[src/rtl/motor_pwm_pkg.sv]
// Shared register map, CTRL bit positions and bridge output modes for motor_pwm_array.
package motor_pwm_pkg;
    localparam logic [4:0] REG_PERIOD = 5'h00;
    localparam logic [4:0] REG_CTRL   = 5'h01;
    localparam logic [4:0] REG_WDOG   = 5'h02;
    localparam logic [4:0] REG_DUTY0  = 5'h03;

    localparam int CTRL_EN_BIT      = 0;
    localparam int CTRL_BRAKE_BIT   = 1;
    localparam int CTRL_TIMEOUT_BIT = 8;
    localparam int DUTY_DIR_BIT     = 31;

    // Encoding is {b, a} so the mode bits drive the bridge pins directly.
    typedef enum logic [1:0] {
        COAST = 2'b00,
        FWD   = 2'b01,
        REV   = 2'b10,
        BRAKE = 2'b11
    } mode_e;

    function automatic mode_e sel_mode(input logic en, input logic brk, input logic tmo,
                                       input logic pwm, input logic dir);
        if (tmo) return brk ? BRAKE : COAST;
        if (!en || !pwm) return COAST;
        return dir ? REV : FWD;
    endfunction
endpackage

[src/rtl/motor_pwm_array_channel.sv]
// One H-bridge channel: shadow/active duty, comparator against the shared counter, output mapping.
module pwm_channel
    import motor_pwm_pkg::*;
#(
    parameter int CNT_W = 16
) (
    input  logic             clk,
    input  logic             reset,
    input  logic             wr_i,
    input  logic [CNT_W-1:0] wr_duty_i,
    input  logic             wr_dir_i,
    input  logic             load_i,
    input  logic [CNT_W-1:0] cnt_i,
    input  logic             run_i,
    input  logic             enable_i,
    input  logic             brake_i,
    input  logic             timeout_i,
    output logic [CNT_W-1:0] shadow_duty_o,
    output logic             shadow_dir_o,
    output logic             a_o,
    output logic             b_o
);
    logic [CNT_W-1:0] sh_duty_q, sh_duty_d, act_duty_q, act_duty_d;
    logic             sh_dir_q, sh_dir_d, act_dir_q, act_dir_d;
    logic             a_q, b_q, pwm;
    mode_e            mode;
    logic [1:0]       mode_bits;

    always_comb begin
        sh_duty_d  = sh_duty_q;
        sh_dir_d   = sh_dir_q;
        act_duty_d = act_duty_q;
        act_dir_d  = act_dir_q;
        if (wr_i) begin
            sh_duty_d = wr_duty_i;
            sh_dir_d  = wr_dir_i;
        end
        // Active takes the pre-write shadow, so a write landing on a wrap waits one period.
        if (load_i) begin
            act_duty_d = sh_duty_q;
            act_dir_d  = sh_dir_q;
        end
        pwm  = run_i && (cnt_i < act_duty_q);
        mode = sel_mode(enable_i, brake_i, timeout_i, pwm, act_dir_q);
    end

    assign mode_bits = mode;

    always_ff @(posedge clk or posedge reset) begin
        if (reset) begin
            sh_duty_q  <= '0;
            sh_dir_q   <= 1'b0;
            act_duty_q <= '0;
            act_dir_q  <= 1'b0;
            a_q        <= 1'b0;
            b_q        <= 1'b0;
        end else begin
            sh_duty_q  <= sh_duty_d;
            sh_dir_q   <= sh_dir_d;
            act_duty_q <= act_duty_d;
            act_dir_q  <= act_dir_d;
            a_q        <= mode_bits[0];
            b_q        <= mode_bits[1];
        end
    end

    assign shadow_duty_o = sh_duty_q;
    assign shadow_dir_o  = sh_dir_q;
    assign a_o           = a_q;
    assign b_o           = b_q;
endmodule

[src/rtl/motor_pwm_array.sv]
// Multi-channel H-bridge PWM with shared period counter, register bus and a safety watchdog.
module motor_pwm_array
    import motor_pwm_pkg::*;
#(
    parameter int NUM_CH = 4,
    parameter int CNT_W  = 16,
    parameter int WDOG_W = 24
) (
    input  logic              clk,
    input  logic              reset,
    input  logic [4:0]        avs_address,
    input  logic              avs_write,
    input  logic [31:0]       avs_writedata,
    input  logic              avs_read,
    output logic [31:0]       avs_readdata,
    output logic [NUM_CH-1:0] motor_a,
    output logic [NUM_CH-1:0] motor_b,
    output logic              timeout
);
    logic [CNT_W-1:0]  period_q, period_d, cnt_q, cnt_d;
    logic              en_q, en_d, brk_q, brk_d, timeout_q, timeout_d;
    logic [WDOG_W-1:0] wdog_q, wdog_d, wd_q, wd_d;
    logic [31:0]       rdata_q, rdata_d;

    logic [NUM_CH-1:0][CNT_W-1:0] sh_duty;
    logic [NUM_CH-1:0]            sh_dir, ch_wr;

    logic run, wrap, load, period_wr, ctrl_wr, wdog_wr, duty_wr, wd_active, expire;
    logic unused_wdata;

    assign unused_wdata = ^avs_writedata;

    assign period_wr = avs_write && (avs_address == REG_PERIOD);
    assign ctrl_wr   = avs_write && (avs_address == REG_CTRL);
    assign wdog_wr   = avs_write && (avs_address == REG_WDOG);
    assign duty_wr   = |ch_wr;

    assign run  = (period_q != '0);
    assign wrap = run && (cnt_q == period_q - CNT_W'(1));
    assign load = period_wr || wrap;

    assign wd_active = en_q && (wdog_q != '0);
    assign expire    = wd_active && (wd_q == WDOG_W'(1));

    always_comb begin
        period_d = period_wr ? avs_writedata[CNT_W-1:0] : period_q;
        en_d     = ctrl_wr ? avs_writedata[CTRL_EN_BIT] : en_q;
        brk_d    = ctrl_wr ? avs_writedata[CTRL_BRAKE_BIT] : brk_q;
        wdog_d   = wdog_wr ? avs_writedata[WDOG_W-1:0] : wdog_q;

        cnt_d = (period_wr || !run || wrap) ? '0 : cnt_q + CNT_W'(1);

        wd_d = wd_q;
        if (wdog_wr)
            wd_d = avs_writedata[WDOG_W-1:0];
        else if (ctrl_wr || duty_wr)
            wd_d = wdog_q;
        else if (wd_active && (wd_q != '0))
            wd_d = wd_q - WDOG_W'(1);

        // Expiry wins over a same-cycle CTRL clear so a late kick cannot mask a timeout.
        timeout_d = timeout_q;
        if (expire)
            timeout_d = 1'b1;
        else if (ctrl_wr)
            timeout_d = 1'b0;
    end

    always_comb begin
        rdata_d = '0;
        case (avs_address)
            REG_PERIOD: rdata_d[CNT_W-1:0] = period_q;
            REG_CTRL: begin
                rdata_d[CTRL_EN_BIT]      = en_q;
                rdata_d[CTRL_BRAKE_BIT]   = brk_q;
                rdata_d[CTRL_TIMEOUT_BIT] = timeout_q;
            end
            REG_WDOG: rdata_d[WDOG_W-1:0] = wdog_q;
            default: begin
                for (int c = 0; c < NUM_CH; c++) begin
                    if (avs_address == REG_DUTY0 + 5'(c)) begin
                        rdata_d[CNT_W-1:0]   = sh_duty[c];
                        rdata_d[DUTY_DIR_BIT] = sh_dir[c];
                    end
                end
            end
        endcase
    end

    always_ff @(posedge clk or posedge reset) begin
        if (reset) begin
            period_q  <= '0;
            en_q      <= 1'b0;
            brk_q     <= 1'b0;
            wdog_q    <= '0;
            cnt_q     <= '0;
            wd_q      <= '0;
            timeout_q <= 1'b0;
            rdata_q   <= '0;
        end else begin
            period_q  <= period_d;
            en_q      <= en_d;
            brk_q     <= brk_d;
            wdog_q    <= wdog_d;
            cnt_q     <= cnt_d;
            wd_q      <= wd_d;
            timeout_q <= timeout_d;
            if (avs_read)
                rdata_q <= rdata_d;
        end
    end

    for (genvar c = 0; c < NUM_CH; c++) begin : g_ch
        assign ch_wr[c] = avs_write && (avs_address == REG_DUTY0 + 5'(c));

        pwm_channel #(.CNT_W(CNT_W)) u_ch (
            .clk           (clk),
            .reset         (reset),
            .wr_i          (ch_wr[c]),
            .wr_duty_i     (avs_writedata[CNT_W-1:0]),
            .wr_dir_i      (avs_writedata[DUTY_DIR_BIT]),
            .load_i        (load),
            .cnt_i         (cnt_q),
            .run_i         (run),
            .enable_i      (en_q),
            .brake_i       (brk_q),
            .timeout_i     (timeout_q),
            .shadow_duty_o (sh_duty[c]),
            .shadow_dir_o  (sh_dir[c]),
            .a_o           (motor_a[c]),
            .b_o           (motor_b[c])
        );
    end

    assign avs_readdata = rdata_q;
    assign timeout      = timeout_q;
endmodule
[config.mk]
export PLATFORM = sky130hd
export DESIGN_NAME = motor_pwm_array
export DESIGN_NICKNAME = d
export VERILOG_FILES = /design/src/rtl/motor_pwm_pkg.sv /design/src/rtl/motor_pwm_array_channel.sv /design/src/rtl/motor_pwm_array.sv
export SDC_FILE = /design/constraint.sdc
export NUM_CORES = 1
export LEC_CHECK = 0
export CORE_UTILIZATION = 50
export CTS_CLUSTER_DIAMETER = 60
export DETAILED_ROUTE_END_ITERATION = 7
export GPL_TIMING_DRIVEN = 0
export MAX_ROUTING_LAYER = met4
export PLACE_DENSITY_LB_ADDON = 0.05
export SLEW_MARGIN = 20
export SYNTH_ARGS = -nofsm -noshare
export SYNTH_HDL_FRONTEND = slang
export SYNTH_SLANG_ARGS = --single-unit
[constraint.sdc]
create_clock -name clk -period 27.5 [get_ports clk]
set_input_delay 6.875 -clock clk [delete_from_list [all_inputs] [get_ports clk]]
set_output_delay 6.875 -clock clk [all_outputs]
set_load 0.005 [all_outputs]
==> results.md <==
* Post-Synthesis Cells at 1280
* Pwr per Cell Area at 81.2 mW/mm^2
* CTS Buffer Depth at 3
* Worst-Skew Late Latency at 0.51 ns
* CP Class: in2reg
* Max-cap viol count at 0
* CTS Hold Buffers Added at 0
* Post-DP HPWL at roughly 28000 um
* Logic pwr share at between 20% and 30%
* F_max at between 100 and 150 MHz
* Number of synthesized flops with an enable pin at 0
* CTS Sinks at 252
* Area leader, netlist: dfrtp_1
* TritonRoute pass-1 iters at 5
* Rows at between 50 and 60
* Crit-path max FO at 10
* Io pins at 82
* Cell Int Power at 0.876 mW
* Final min period at 9.52 ns
* Drt total wl at 37300 um
* Worst setup EP type: flop
* Hold WC Path Type: reg2reg
* Slew Viols, Final at 0
* GPL Wtd Cong at ~0.95
* Leakage at ~7.3 nW
* First-pass GRT wire length at 58900 um
* ANT cells at 0
* Die W at 167 um
* GR Overflow Total at 0
* Ratio of cells with drive above 1 in the final layout at 18.6%
* Final hold vios at 0
* WL/cell at 21.4 um
* CTS tree: done
* CTS root buf: clkbuf_16
* ANT nets after route at 0
* YS warnings at 0
* Area growth syn-to-layout at 16.8%
* Die ar. at 0.0278 mm^2
* Total CTS buffers at 34
* Period utilisation layout at 34.6%
* Hold WS at around 0.5 ns
* Overall Global Routing Usage at around 29%
* Clock share of power at 34.2%
* Net Switching at slightly above 0.4 mW
* Setup Viol. Count Final at 0
* Reg power frac at 40.8%
* DRT iter0 DRCs at ~730
* RSZ-0062 raised after global routing: false
* # DRC at 0
* Critical Path RT at 27.91 ns
* Skew final at 0.0163 ns
* Cts repair resizes at 0
* Synth unique cells at 67
* Fin util at 60.1%
* Max VDD drop at 65.4 uV
* IO buf count at 64
* Power after layout at 1.28 mW
* Yosys top cell area share at 46.5%
* Total Nets Final at 1494
* Postcts setup bufs at 0
* Non-Filler Instances at 1746
* Core area at 0.0264 mm^2
* Starting Density at between 50% and 60%
* Worst EP arrival at 9.93 ns
* Number of global-route vias before repair at 10000
* Inst Count DP at around 1700
* Via/cell ratio at 5.80
* Switching Share at 31.8%
* Async SR Flop Fraction at 100%
* Synthesized cell area at between 0.01 and 0.015 mm^2
* Setup TNS at 0 ns
* Die H at 167 um
* Post-synthesis register bit count at 252
* Largest net degree at the start of global routing at around 100
* Slew @ Worst Pin at 0.979 ns
* Sequential-to-total area share from yosys stat at 46.5%
* Top cells by area, synth: dfrtp_1, mux2_2, ha_1
* Top FF cell, synth: dfrtp_1
* Setup crit start kind: input port
* Clk slew on worst S/H paths at 0.05 ns
* Vias at approximately 10000
* Max-slew headroom at 34.7%
* Avg Inst Size Synth at 10.6 um^2
* Outcome: finished clean
* Antenna violations before repair at 1
* H-tree depth at 2
-- final cells by class --
class                           count  area, um^2
Fill cell                        2317       10500
Multi-Input combinational cell    865        6530
Sequential cell                   252        6310
Clock buffer                       50        1000
Timing Repair Buffer               66         696
Tap cell                          335         419
Buffer                             73         393
Inverter                           96         368
Clock inverter                      9         119
-- through the flow --
stage | instance area, um^2 | setup WS, ns
after floorplan | 13600 | 13.70
after global placement | 14600 | 10.20
after detailed placement | 14700 | 17.41
after CTS | 15800 | 17.94
after global routing | 15800 | 17.77
final | 15800 | 17.98
-- registers in the layout, indices dropped and copies added (netlist names) --
register	cells
cnt_q	16
g_ch.u_ch.shadow_dir_o	4
wdog_q	24
timeout	1
g_ch.u_ch.b_o	4
period_q	16
wd_q	24
en_q	1
g_ch.u_ch.act_duty_q	64
brk_q	1
avs_readdata	25
g_ch.u_ch.a_o	4
g_ch.u_ch.act_dir_q	4
g_ch.u_ch.shadow_duty_o	64
-- power by group through the flow --
stage	Combinational, mW	Clock, mW	Sequential [mW]
finish	0.322	0.439	0.524
global placement	0.314	0	0.526
CTS	0.325	0.446	0.522
detailed placement	0.323	0	0.529
global route	0.361	0.460	0.534
floorplan	0.236	0	0.498
-- critical path, cell delays in order --
cell,delay (ns)
clkdlybuf4s50_1,0.54
clkbuf_1,0.48
nor3_1,0.12
or3_1,0.34
clkbuf_1,0.27
o21ai_1,0.42
clkbuf_1,0.57
a21oi_1,0.13
a31oi_1,0.18
-- final timing paths --
path	endpoint	slack, ns	start	cells past startpoint
setup / recovery	wd_q[20]	17.98	avs_address[1]	9
setup reg to reg	g_ch[3].u_ch.act_duty_q[3]	24.06	period_q[0]	11
max in group asynchronous	cnt_q[3]	19.84	reset	3
hold reg to reg	avs_readdata[31]	0.49	avs_readdata[31]	1
min in group asynchronous	wdog_q[22]	6.80	reset	2
hold / removal	avs_readdata[31]	0.49	avs_readdata[31]	1
-- cell families (layout without fill, tap and decap cells) --
family | Yosys count | after routing | share of synthesized area [%]
xor+xnor | 35 | 35 | 2.26
fa+ha+maj | 65 | 65 | 6.00
mux | 191 | 191 | 16.2
buf+inv | 169 | 294 | 5.56
other cells | 1 | 7 | 0.0277
simple gates | 337 | 337 | 12.0
flops | 252 | 252 | 46.5
compound gates | 230 | 230 | 11.4
-- synthesized netlist by cell type (all sizes together), types with 9 or more instances --
library cell	instances
a211o	15
a21o	21
a21oi	50
a221oi	13
a31oi	10
buf	29
clkbuf	44
dfrtp	252
ha	65
inv	96
mux2	169
mux2i	22
nand2	127
nand2b	16
nand3	21
nand4	13
nor2	68
nor2b	12
nor3	20
nor4	17
o21ai	54
o41ai	9
xnor2	17
xor2	18
-- per-layer routing --
layer / share of wire, % / track usage (%)
met4: 3.3 / 9.82
met2: 47 / 46.1
met3: 4.5 / 3.68
met5: 0 / -
met1: 45 / 37.1
-- layout by cell type (no fill, tap or decap), types with 6 or more instances in the layout --
master / n
a211o_1: 15
a211oi_1: 7
a21o_1: 21
a21oi_1: 50
a221oi_1: 13
a31oi_1: 10
and3_1: 8
buf_4: 19
clkbuf_1: 51
clkbuf_16: 35
clkbuf_8: 7
clkdlybuf4s50_1: 64
conb_1: 7
dfrtp_1: 252
ha_1: 65
inv_1: 95
mux2_2: 149
mux2_4: 20
mux2i_1: 22
nand2_1: 126
nand2b_1: 16
nand3_1: 21
nand4_1: 13
nor2_1: 68
nor2b_1: 12
nor3_1: 19
nor4_1: 17
o211ai_1: 7
o21ai_0: 53
o22ai_1: 6
o41ai_1: 9
or3_1: 7
xnor2_1: 17
xor2_1: 18
No activity file was read; power rests on OpenSTA's default activity.
